`config.mk`:
```
export PLATFORM = sky130hd
export DESIGN_NAME = css_mcu0_dmi_uncore_bridge
export DESIGN_NICKNAME = d
export VERILOG_FILES = /design/src/rtl/css_mcu0_dmi_uncore_pkg.sv /design/src/rtl/css_mcu0_dmi_uncore_bridge.sv
export SDC_FILE = /design/constraint.sdc
export NUM_CORES = 1
export LEC_CHECK = 0
export BUFFER_PORTS_ARGS = -buffer_cell sky130_fd_sc_hd__buf_2
export CAP_MARGIN = 20
export CORE_UTILIZATION = 50
export CTS_CLUSTER_SIZE = 14
export DETAILED_ROUTE_END_ITERATION = 8
export PLACE_DENSITY = 0.85
export SLEW_MARGIN = 20
export SYNTH_ARGS = -nofsm -noshare
export SYNTH_HDL_FRONTEND = slang
export SYNTH_SLANG_ARGS = --single-unit
```
`constraint.sdc`:
```
create_clock -name clk -period 1.6 [get_ports clk]
set_input_delay 0.08 -clock clk [delete_from_list [all_inputs] [get_ports clk]]
set_output_delay 0.08 -clock clk [all_outputs]
set_load 0.02 [all_outputs]
```
`src/rtl/css_mcu0_dmi_uncore_pkg.sv`:
```
// ============================================================================
// Module      : css_mcu0_dmi_uncore_pkg
// Description : Register map, CTRL field positions and FSM states for the
//               MCU0 uncore DMI-to-fabric bridge.
// Revision    : 1.0 - initial release
// ============================================================================
`default_nettype none

package css_mcu0_dmi_uncore_pkg;

    localparam logic [6:0] c_reg_addr  = 7'h50;
    localparam logic [6:0] c_reg_wdata = 7'h51;
    localparam logic [6:0] c_reg_rdata = 7'h52;
    localparam logic [6:0] c_reg_ctrl  = 7'h53;
    localparam logic [6:0] c_reg_id    = 7'h54;

    // CTRL write fields
    localparam int unsigned c_ctrl_go      = 0;
    localparam int unsigned c_ctrl_write   = 1;
    localparam int unsigned c_ctrl_err_clr = 8;

    // CTRL read fields
    localparam int unsigned c_ctrl_busy = 0;
    localparam int unsigned c_ctrl_last = 1;
    localparam int unsigned c_ctrl_err  = 8;
    localparam int unsigned c_ctrl_tmo  = 9;

    typedef enum logic [1:0] {
        ST_IDLE = 2'd0,
        ST_REQ  = 2'd1,
        ST_RSP  = 2'd2
    } state_t;

endpackage

`default_nettype wire

```
`src/rtl/css_mcu0_dmi_uncore_bridge.sv`:
```
// ============================================================================
// Module      : css_mcu0_dmi_uncore_bridge
// Description : Uncore DMI register target launching single ready/valid
//               fabric transactions, with sticky error/timeout status.
// Revision    : 1.0 - initial release
// ============================================================================
`default_nettype none

module css_mcu0_dmi_uncore_bridge
    import css_mcu0_dmi_uncore_pkg::*;
#(
    parameter int unsigned TIMEOUT_CYCLES = 1024,
    parameter logic [31:0] ID_VALUE       = 32'h0000_0001
) (
    input  logic        clk,
    input  logic        rst_l,
    input  logic        dmi_uncore_en,
    input  logic        dmi_uncore_wr_en,
    input  logic [6:0]  dmi_uncore_addr,
    input  logic [31:0] dmi_uncore_wdata,
    output logic [31:0] dmi_uncore_rdata,
    output logic        req_valid,
    input  logic        req_ready,
    output logic        req_write,
    output logic [31:0] req_addr,
    output logic [31:0] req_wdata,
    input  logic        rsp_valid,
    input  logic [31:0] rsp_rdata,
    input  logic        rsp_err
);

    localparam int unsigned    c_cnt_w    = $clog2(TIMEOUT_CYCLES);
    localparam logic [c_cnt_w-1:0] c_cnt_last = c_cnt_w'(TIMEOUT_CYCLES - 1);

    state_t               r_state;
    logic [c_cnt_w-1:0]   r_cnt;
    logic [31:0]          r_addr;
    logic [31:0]          r_wdata;
    logic [31:0]          r_rdata;
    logic                 r_err;
    logic                 r_tmo;

    logic        w_busy;
    logic        w_wr;
    logic        w_rd;
    logic        w_wr_addr;
    logic        w_wr_wdata;
    logic        w_wr_ctrl;
    logic        w_go;
    logic        w_err_clr;
    logic        w_accept;
    logic        w_collide;
    logic        w_rsp_done;
    logic        w_timeout;
    logic        w_err_set;
    logic [31:0] w_ctrl_rd;
    logic [31:0] w_rd_data;

    assign w_busy     = (r_state != ST_IDLE);
    assign w_wr       = dmi_uncore_en & dmi_uncore_wr_en;
    assign w_rd       = dmi_uncore_en & ~dmi_uncore_wr_en;
    assign w_wr_addr  = w_wr & (dmi_uncore_addr == c_reg_addr);
    assign w_wr_wdata = w_wr & (dmi_uncore_addr == c_reg_wdata);
    assign w_wr_ctrl  = w_wr & (dmi_uncore_addr == c_reg_ctrl);
    assign w_go       = w_wr_ctrl & dmi_uncore_wdata[c_ctrl_go];
    assign w_err_clr  = w_wr_ctrl & dmi_uncore_wdata[c_ctrl_err_clr];

    // ERR_CLR takes effect before GO is qualified, so CLR+GO launches from IDLE
    assign w_accept   = w_go & ~w_busy & ~(r_err & ~w_err_clr);
    assign w_collide  = w_busy & (w_wr_addr | w_wr_wdata | w_go);

    // A response in the final count cycle wins over the timeout
    assign w_rsp_done = (r_state == ST_RSP) & rsp_valid;
    assign w_timeout  = (r_state == ST_RSP) & ~rsp_valid & (r_cnt == c_cnt_last);
    assign w_err_set  = w_collide | (w_rsp_done & rsp_err) | w_timeout;

    always_comb begin
        w_ctrl_rd              = 32'd0;
        w_ctrl_rd[c_ctrl_busy] = w_busy;
        w_ctrl_rd[c_ctrl_last] = req_write;
        w_ctrl_rd[c_ctrl_err]  = r_err;
        w_ctrl_rd[c_ctrl_tmo]  = r_tmo;
    end

    always_comb begin
        w_rd_data = 32'd0;
        case (dmi_uncore_addr)
            c_reg_addr:  w_rd_data = r_addr;
            c_reg_wdata: w_rd_data = r_wdata;
            c_reg_rdata: w_rd_data = r_rdata;
            c_reg_ctrl:  w_rd_data = w_ctrl_rd;
            c_reg_id:    w_rd_data = ID_VALUE;
            default:     w_rd_data = 32'd0;
        endcase
    end

    always_ff @(posedge clk or negedge rst_l) begin
        if (!rst_l) begin
            r_addr           <= 32'd0;
            r_wdata          <= 32'd0;
            r_err            <= 1'b0;
            r_tmo            <= 1'b0;
            dmi_uncore_rdata <= 32'd0;
        end else begin
            if (w_wr_addr && !w_busy) begin
                r_addr <= dmi_uncore_wdata;
            end
            if (w_wr_wdata && !w_busy) begin
                r_wdata <= dmi_uncore_wdata;
            end
            if (w_err_set) begin
                r_err <= 1'b1;
            end else if (w_err_clr) begin
                r_err <= 1'b0;
            end
            if (w_timeout) begin
                r_tmo <= 1'b1;
            end else if (w_err_clr) begin
                r_tmo <= 1'b0;
            end
            if (w_rd) begin
                dmi_uncore_rdata <= w_rd_data;
            end
        end
    end

    always_ff @(posedge clk or negedge rst_l) begin
        if (!rst_l) begin
            r_state   <= ST_IDLE;
            r_cnt     <= '0;
            r_rdata   <= 32'd0;
            req_valid <= 1'b0;
            req_write <= 1'b0;
            req_addr  <= 32'd0;
            req_wdata <= 32'd0;
        end else begin
            case (r_state)
                ST_IDLE: begin
                    if (w_accept) begin
                        r_state   <= ST_REQ;
                        req_valid <= 1'b1;
                        req_write <= dmi_uncore_wdata[c_ctrl_write];
                        req_addr  <= r_addr;
                        req_wdata <= r_wdata;
                    end
                end
                ST_REQ: begin
                    if (req_ready) begin
                        r_state   <= ST_RSP;
                        req_valid <= 1'b0;
                        r_cnt     <= '0;
                    end
                end
                ST_RSP: begin
                    if (rsp_valid) begin
                        r_state <= ST_IDLE;
                        if (!req_write) begin
                            r_rdata <= rsp_rdata;
                        end
                    end else if (r_cnt == c_cnt_last) begin
                        r_state <= ST_IDLE;
                    end else begin
                        r_cnt <= r_cnt + 1'b1;
                    end
                end
                default: begin
                    r_state   <= ST_IDLE;
                    req_valid <= 1'b0;
                end
            endcase
        end
    end

endmodule

`default_nettype wire

```
==> summary.txt <==
Status: finished, violations left
Failing checks: negative setup slack
Hold Fails Final Rpt: 0
Avg Cell Area, Syn: 14.5 um^2
Min-Delay Path Class: primary input to flop
Post-Route WL: 24600 um
Vias in the first global route: 6840
Max Freq: 572 MHz
Core area: 0.0172 mm^2
Cell area after layout: 0.0123 mm^2
FILL cells: 1074
Antenna-violating nets left: 0
Post-DP Area: 0.0102 mm^2
First-pass GRT wire length: 36500 um
H-tree Lvls: 1
Synth top area cells: dfrtp_1 59%, mux2_2 17%, mux2_4 4.8%
Final Worst Setup Slack: -0.148 ns
Clock latency on the worst-skew pair: 0.50 ns
Syn nets: 685
Post-Route Setup TNS: -11.16 ns
Main synth FF type: dfrtp_1
Site Rows: 48
Leading area contributor after synthesis: dfrtp_1
Mapped Cells: 606
CTS Buf Count: 23
Clock slew at reported path FFs: 0.06 ns
Layout area overhead: 39.9%
Ys async rst share: 1.00
Hold slack: 0.0221 ns
Synthesis Warnings: 0
Worst Path Required: 1.97 ns
DP Wirelength: 13600 um
Port Buf Inserts: 175
Drt wl/cell: 21.7 um
Period utilization: 1.09
Post-layout min period: 1.75 ns
CTS tree: done
DRT iter0 DRCs: 361
Syn Std Cell Area: 0.00876 mm^2
Top-count cell post-synth: dfrtp_1
Vias: 6383
Via density: 5.61
DRC Markers: 0
Post-synth EDFFs: 0
Nets: 981
Post-synth top cells: 208 x dfrtp_1, 132 x mux2_2, 41 x nand2_1
Seq/Total Area, Yosys: 0.594
DIE HEIGHT: 134 um
VDD IR-drop max: 0.828 mV
Pwr per Cell Area: 1050 mW/mm^2
Library cells used by synthesis: 49
Setup crit start kind: flop
CTS max path bufs: 3
Max-slew violation count: 0
Min-Delay Path Depth: 4
Setup violations, final: 156
Grt total ovfl: 0
Root Driver: clkbuf_16
RSZ-0062 raised after global routing: yes
Initial Util: 0.510
Layout cells sized above 1: 0.504
Top cell type's share of synthesized area: 0.594
Seq cells post-synth: 208
Die width: 134 um
Arrival time at the worst endpoint: 2.12 ns
Crit path max fanout: 8
Static leakage: 0.00624 uW
Slew @ Worst Pin: 0.794 ns
Max_slew headroom: 0.469
Pre-CTS setup slack: -0.111 ns
First-pass DRT Iterations: 7
Worst Setup End Kind: flop
CTS Sinks: 208
Crit Path Category: flop to flop
Area of the die: 0.0181 mm^2
Initial antenna violation count: 1
Io pins: 176
Largest net degree at the start of global routing: 51
MaxCap Viol Count: 0
Placer Congestion: 0.785
Skew final: 0.0176 ns
Worst-case reg-to-reg path depth: 7
Total GRT Usage: 0.263
## area by class of cell
type	instances	area (um^2)	share of cell area
Inverter	4	15.0	0.00123
Timing Repair Buffer	305	2390	0.195
Tap cell	225	282	0.0230
Clock inverter	8	151	0.0124
Sequential cell	208	5210	0.425
Antenna cell	1	2.50	0.000204
Multi-Input combinational cell	360	3600	0.294
Clock buffer	27	611	0.0498
## where the power goes
part	switching, uW	total, uW	internal (uW)	leakage [uW]
clock	2070	5420	3340	0.000375
combinational	628	1470	845	0.00305
sequential	298	6010	5710	0.00281
total	3000	12900	9900	0.00624
## critical path: stages, from the launching register on
cell and delay (ns):
dfrtp_2 0.43, buf_4 0.16, nor2b_4 0.13, nand2_2 0.10
nor2_4 0.17, buf_12 0.15, buf_16 0.14, mux2_2 0.33
## what timing repair did
action | CTS | global route
setup buffers | 8 | 4
hold endpoints to repair | 309 | 0
gates cloned | 5 | 4
pin swaps | 3 | 3
hold buffers | 68 | 0
resized for setup | 46 | 32
setup endpoints to repair | 108 | 168
## state kept, by name, summed over array words and instances (netlist names)
register	flops
dmi_uncore_rdata	32
r_addr	32
r_rdata	32
r_wdata	32
req_addr	32
req_wdata	32
r_cnt	10
r_state	2
r_err	1
r_tmo	1
req_valid	1
req_write	1
## kinds of logic (layout without fill, tap and decap cells)
logic type / after synthesis / count (layout) / synth area share
other cells: 0 / 1 / 0
flops: 208 / 208 / 0.594
simple gates: 76 / 76 / 0.0460
buf+inv: 38 / 344 / 0.0264
compound gates: 90 / 90 / 0.0724
fa+ha+maj: 1 / 1 / 0.00143
mux: 193 / 193 / 0.260
## path summary, 6_finish.rpt
kind / endpoint / slack (ns) / start
setup / recovery: r_rdata[18] / -0.15 / r_state[0]
hold / removal: dmi_uncore_rdata[0] / 0.02 / dmi_uncore_addr[3]
setup reg to reg: r_rdata[18] / -0.15 / r_state[0]
hold reg to reg: dmi_uncore_rdata[6] / 0.50 / dmi_uncore_rdata[6]
max in group asynchronous: r_wdata[28] / 0.87 / rst_l
min in group asynchronous: dmi_uncore_rdata[4] / 0.10 / rst_l
## cell usage in the layout (no fill, tap or decap), types with 3 or more instances in the layout
cell / n
mux2i_1: 29
dfrtp_1: 206
buf_8: 3
dlygate4sd3_1: 68
bufinv_16: 4
a22o_1: 32
buf_12: 11
clkbuf_8: 3
a21oi_1: 3
mux4_2: 3
clkinv_2: 3
nand2_1: 40
buf_16: 6
o21ai_0: 30
nor2_1: 4
nor3_2: 3
buf_2: 174
inv_1: 4
o31ai_1: 5
mux2_4: 71
nand4_1: 3
buf_4: 36
clkbuf_16: 27
nand3_1: 3
mux2_2: 89
## routing by layer
layer	GRT usage	vias up	part of all wire
met3	0.0454	51	0.068
met4	0.0924	0	0.021
met5	0	-	0
met2	0.460	280	0.51
met1	0.329	3258	0.40
li1	-	2794	-
## metrics by stage
step / util / power, uW / cells
2_1_floorplan: - / 6680 / 606
3_3_place_gp: 0.592 / 7170 / 1014
3_5_place_dp: 0.592 / 7250 / 1014
4_1_cts: 0.698 / 12900 / 1129
5_1_grt: 0.713 / 13300 / 1138
6_report: 0.713 / 12900 / 1138
No activity file was read; power rests on OpenSTA's default activity.
